**src/rtl/rv32_pipe_ctrl.sv**
```systemverilog
// Pipeline control for a 5-stage RV32 core: stall, flush and bubble generation,
// data-memory wait tracking with timeout, halt freeze, and stall/flush statistics.
module rv32_pipe_ctrl #(
  parameter int unsigned MEM_TIMEOUT = 255
) (
  input  logic        clk,
  input  logic        rst_n,
  input  logic [4:0]  id_rs1,
  input  logic [4:0]  id_rs2,
  input  logic        id_rs1_used,
  input  logic        id_rs2_used,
  input  logic [4:0]  ex_rd,
  input  logic        ex_is_load,
  input  logic        branch_taken,
  input  logic        mem_req,
  input  logic        mem_ready,
  input  logic        halt_req,
  output logic        pc_en,
  output logic        if_id_en,
  output logic        id_ex_en,
  output logic        ex_mem_en,
  output logic        mem_wb_en,
  output logic        if_id_flush,
  output logic        id_ex_bubble,
  output logic        halted,
  output logic        mem_fault,
  output logic [15:0] stall_cnt,
  output logic [7:0]  flush_cnt
);

  typedef enum logic [1:0] {RUN, MEM_WAIT, HALTED, FAULT} state_t;

  localparam logic [7:0] TIMEOUT_W = 8'(MEM_TIMEOUT);

  state_t     state, state_nxt;
  logic [7:0] wait_cnt, wait_cnt_nxt;
  logic       hazard, mem_wait, normal, fault_set, active;
  logic       pc_en_c, if_id_en_c, id_ex_en_c, ex_mem_en_c, mem_wb_en_c;
  logic       flush_c, bubble_c;

  function automatic logic [15:0] sat_inc16(input logic [15:0] v);
    return (v == 16'hFFFF) ? v : v + 16'd1;
  endfunction

  assign hazard = ex_is_load && (ex_rd != 5'd0) &&
                  ((id_rs1_used && (id_rs1 == ex_rd)) ||
                   (id_rs2_used && (id_rs2 == ex_rd)));
  assign mem_wait = mem_req && !mem_ready;
  assign active   = (state == RUN) || (state == MEM_WAIT);

  always_comb begin
    state_nxt    = state;
    wait_cnt_nxt = wait_cnt;
    normal       = 1'b0;
    fault_set    = 1'b0;
    pc_en_c      = 1'b0;
    if_id_en_c   = 1'b0;
    id_ex_en_c   = 1'b0;
    ex_mem_en_c  = 1'b0;
    mem_wb_en_c  = 1'b0;
    flush_c      = 1'b0;
    bubble_c     = 1'b0;
    case (state)
      RUN: begin
        if (mem_wait) begin
          state_nxt    = MEM_WAIT;
          wait_cnt_nxt = 8'd1;
        end else begin
          normal = 1'b1;
        end
      end
      MEM_WAIT: begin
        if (!mem_ready) begin
          if (wait_cnt == TIMEOUT_W) begin
            state_nxt = FAULT;
            fault_set = 1'b1;
          end else begin
            wait_cnt_nxt = wait_cnt + 8'd1;
          end
        end else begin
          normal       = 1'b1;
          state_nxt    = RUN;
          wait_cnt_nxt = 8'd0;
        end
      end
      default: ;
    endcase
    // Branch flush wins over load-use: the stalled ID instruction is squashed anyway.
    if (normal) begin
      if (branch_taken) begin
        {pc_en_c, if_id_en_c, id_ex_en_c, ex_mem_en_c, mem_wb_en_c} = 5'b11111;
        flush_c  = 1'b1;
        bubble_c = 1'b1;
      end else if (hazard) begin
        {pc_en_c, if_id_en_c, id_ex_en_c, ex_mem_en_c, mem_wb_en_c} = 5'b00111;
        bubble_c = 1'b1;
      end else begin
        {pc_en_c, if_id_en_c, id_ex_en_c, ex_mem_en_c, mem_wb_en_c} = 5'b11111;
      end
    end
    if (active && halt_req && !fault_set) state_nxt = HALTED;
  end

  // While in reset, queues are held loading NOPs.
  assign pc_en        = rst_n & pc_en_c;
  assign if_id_en     = rst_n & if_id_en_c;
  assign id_ex_en     = rst_n & id_ex_en_c;
  assign ex_mem_en    = rst_n & ex_mem_en_c;
  assign mem_wb_en    = rst_n & mem_wb_en_c;
  assign if_id_flush  = ~rst_n | flush_c;
  assign id_ex_bubble = ~rst_n | bubble_c;
  assign halted       = (state == HALTED);

  always_ff @(posedge clk or negedge rst_n) begin
    if (!rst_n) begin
      state     <= RUN;
      wait_cnt  <= 8'd0;
      stall_cnt <= 16'd0;
      flush_cnt <= 8'd0;
      mem_fault <= 1'b0;
    end else begin
      state    <= state_nxt;
      wait_cnt <= wait_cnt_nxt;
      if (active && !pc_en_c)         stall_cnt <= sat_inc16(stall_cnt);
      if (normal && branch_taken)     flush_cnt <= flush_cnt + 8'd1;
      if (fault_set)                  mem_fault <= 1'b1;
    end
  end

endmodule
```
**config.mk**
```make
export PLATFORM = sky130hd
export DESIGN_NAME = rv32_pipe_ctrl
export DESIGN_NICKNAME = d
export VERILOG_FILES = /design/src/rtl/rv32_pipe_ctrl.sv
export SDC_FILE = /design/constraint.sdc
export NUM_CORES = 1
export LEC_CHECK = 0
export CORE_MARGIN = 3
export CORE_UTILIZATION = 47
export DETAILED_ROUTE_END_ITERATION = 6
export PLACE_DENSITY = 0.77
export SYNTH_ARGS = -nofsm -noshare
export SYNTH_HDL_FRONTEND = slang
export SYNTH_SLANG_ARGS = --single-unit
```
**constraint.sdc**
```tcl
create_clock -name clk -period 4 [get_ports clk]
set_clock_uncertainty 0.15 [all_clocks]
set_input_delay 1.2 -clock clk [delete_from_list [all_inputs] [get_ports clk]]
set_output_delay 1.2 -clock clk [all_outputs]
set_load 0.03 [all_outputs]
```
==> qor.txt <==
Final Max Tran Viols = 0
Initial DRC count = 108
Sequential element share of the synthesized area = 0.4593
Htree depth = 2
Yosys reg bits = 35
Final setup viols = 0
Final core occ = 0.7200
Max Cap Violations = 0
CTS tree = yes
Post-synth EDFFs = 0
Worst path arrival time = 2610 ps
Status = finished, final reports clean
Worst-path maximum fanout = 4
Core Rows = 22
Drt pass-1 iters = 4
Crit path time final = 3957 ps
Vias/cell = 5.416
Reg power frac = 0.492
Post-DR wirelength/cell = 15.17 um
Share of cells above drive strength 1 = 0.2007
Fraction of registers with async set or reset after synthesis = 1.000
Final period util = 0.9892
GP Congestion = 0.7326
I/O pin count = 57
CP top delay family = buffers and inverters
Final wirelength = 4.808 mm
CP max stage cell = clkdlybuf4s50_1
Final Power = 0.0007549 W
Synthesized instance count = 193
GR Util met2 = 0.3136
Fillers = 309
Buf/Inv on CP = 3
Setup TNS = 0 ps
Most frequent cell after synthesis = dfrtp_1
Worst-case clock buffer depth = 2
Chip Width = 69.70 um
GR Util All Layers = 0.1995
Cell taking the most area after synthesis = dfrtp_1
Synth cell count leaders = dfrtp_1, nand2_1, xnor2_1, nor2_1, xor2_1
M1 GR Usage = 0.2500
Ys flop type = dfrtp_1
Area of the core = 0.003771 mm^2
Fmax achieved = 0.2527 GHz
Grt ovf = 0
Global-route wire length before repair = 7.700 mm
Distinct cells, synth = 38
Full die area = 0.004857 mm^2
Chip Height = 69.70 um
Initial antenna violation count = 0
Worst rel slew slack = 0.6265
Comb pwr share = 0.132
# placed instances = 305
Hold buffers post-CTS = 0
Worst Hold Class = flop to flop
Setup crit end kind = primary output
Syn_area_per_cell = 9.880 um^2
Total number of vias = 1,717
CTS Buf Count = 5
Worst-Skew Late Latency = 290 ps
Synth warnings = 0
Clock sink total = 35
CP Class = primary input to primary output
Synth top area share = 0.4593
# DRC = 0
Final ANT Viol Nets = 0
Startpoint types = primary input
Crit path cell chain = clkdlybuf4s50_1, o21bai_1, buf_4, and3_1, o21a_1, buf_6
Mapped Nets = 220
Busiest grt layer = met2
Syn-to-layout area delta = 42.39%
Vias in the first global route = 1,651
DP HPWL = 3.321 mm
Mapped Area = 0.001907 mm^2
Worst-path clk slew = 70 ps
Final hold vios = 0
Switching part of the total = 0.2456
Clock power share = 0.376
Synth area leaders = dfrtp_1, xnor2_1, xor2_1
Final nets = 295
Starting density of the core = 0.5056
Static Leakage = 1.239 nW
Worst VDD drop = 0.0001415 V
P_sw = 0.0001854 W
Inserted Diodes = 0
PD cells = 278.0 mW/mm^2
Worst Tran Pin Value = 560.3 ps
Port-buffer cells = 56
Pin count of the biggest net entering global routing = 36
CP peak stage delay = 420 ps
Pint = 0.0005694 W
Fin cells = 317
CP required = 2650 ps
Root buffer cell = clkbuf_8
Met3 Use GR = 0.06232
-- power by group through the flow --
| stage | logic, W | registers, W | clock network [W] |
|---|---|---|---|
| finish | 0.0000998 | 0.000371 | 0.000284 |
| global route | 0.000107 | 0.000373 | 0.000305 |
| CTS | 0.0000979 | 0.000371 | 0.000290 |
| detailed placement | 0.0000994 | 0.000378 | 0 |
| global placement | 0.0000979 | 0.000378 | 0 |
| floorplan | 0.0000214 | 0.000392 | 0 |
-- final timing paths --
check	startpoint	end	slack, ps	cells past startpoint
max in group asynchronous	rst_n	wait_cnt[3]	2520	2
min in group asynchronous	rst_n	stall_cnt[15]	870	2
worst max-delay path	mem_req	pc_en	40	6
worst min-delay path	stall_cnt[4]	stall_cnt[4]	330	1
worst max register to register	state[0]	wait_cnt[7]	1750	6
worst min register to register	stall_cnt[4]	stall_cnt[4]	330	1
-- flip-flops by register name, summed over array words and instances (netlist names) --
| register | flops |
|---|---|
| flush_cnt | 8 |
| mem_fault | 1 |
| stall_cnt | 16 |
| state | 2 |
| wait_cnt | 8 |
-- placed cells by master (no fill, tap or decap), types with 2 or more instances in the layout --
cell,Yosys,final
nor4_1,4,4
xor2_1,15,15
clkdlybuf4s50_1,0,33
dfrtp_1,35,35
a31oi_1,2,2
nor3_1,9,9
nand4_1,10,10
and3_1,7,7
clkbuf_2,0,4
a21oi_1,2,2
o21ai_0,11,11
buf_4,3,23
ha_1,3,3
mux2_2,3,3
nor2_1,15,15
nand2b_1,4,3
clkbuf_8,0,7
buf_6,1,3
buf_2,1,2
nand2_1,22,22
dlygate4sd2_1,0,9
nand3_1,5,5
and2_1,2,2
nor3b_1,3,2
xnor2_1,16,16
-- kinds of logic after synthesis --
group / Yosys count / share of synthesized area
simple gates: 88 / 0.2388
flops: 35 / 0.4593
xor+xnor: 31 / 0.1424
compound gates: 25 / 0.09581
buf+inv: 8 / 0.02624
mux: 3 / 0.01772
fa+ha+maj: 3 / 0.01969
-- per-stage QoR --
stage | hold WS (ps) | setup WS [ps] | area, um^2
final | 333.1 | 43.27 | 2715
after global routing | 352.3 | -18.88 | 2715
after global placement | 297.4 | -722.3 | 2574
after detailed placement | 319.6 | -728.7 | 2574
after CTS | 331.0 | 1.047 | 2700
after floorplan | 310.1 | 153.8 | 1907
-- area by class of cell --
| class | count | area, um^2 | share of cell area |
|---|---|---|---|
| Clock buffer | 8 | 100.1 | 0.03687 |
| Inverter | 1 | 3.754 | 0.001382 |
| Multi-Input combinational cell | 150 | 1017 | 0.3747 |
| Sequential cell | 35 | 875.8 | 0.3226 |
| Tap cell | 48 | 60.06 | 0.02212 |
| Timing Repair Buffer | 75 | 658.1 | 0.2424 |
-- what timing repair did --
action / 4_1_cts / 5_1_grt
setup endpoints to repair: 3 / 3
gates resized for setup: 32 / 10
pin swaps: 13 / 7
buffers inserted: 2 / 2
cloned: 0 / 0
-- worst reg2reg max path, stage by stage, from the launching register on --
cell and delay, ps:
dfrtp_1 490, or3b_1 560, o41ai_4 420, o21bai_4 260, nor2_4 80, nand4_1 110
o21ai_1 60
-- layer usage --
metal  routed length [um]  vias up
met1                 2037      822
met4                  121        0
met2                 2320       61
met5                    0        -
li1                     -      825
met3                  328        9
Note: power is estimated with default switching activity, not from simulation.
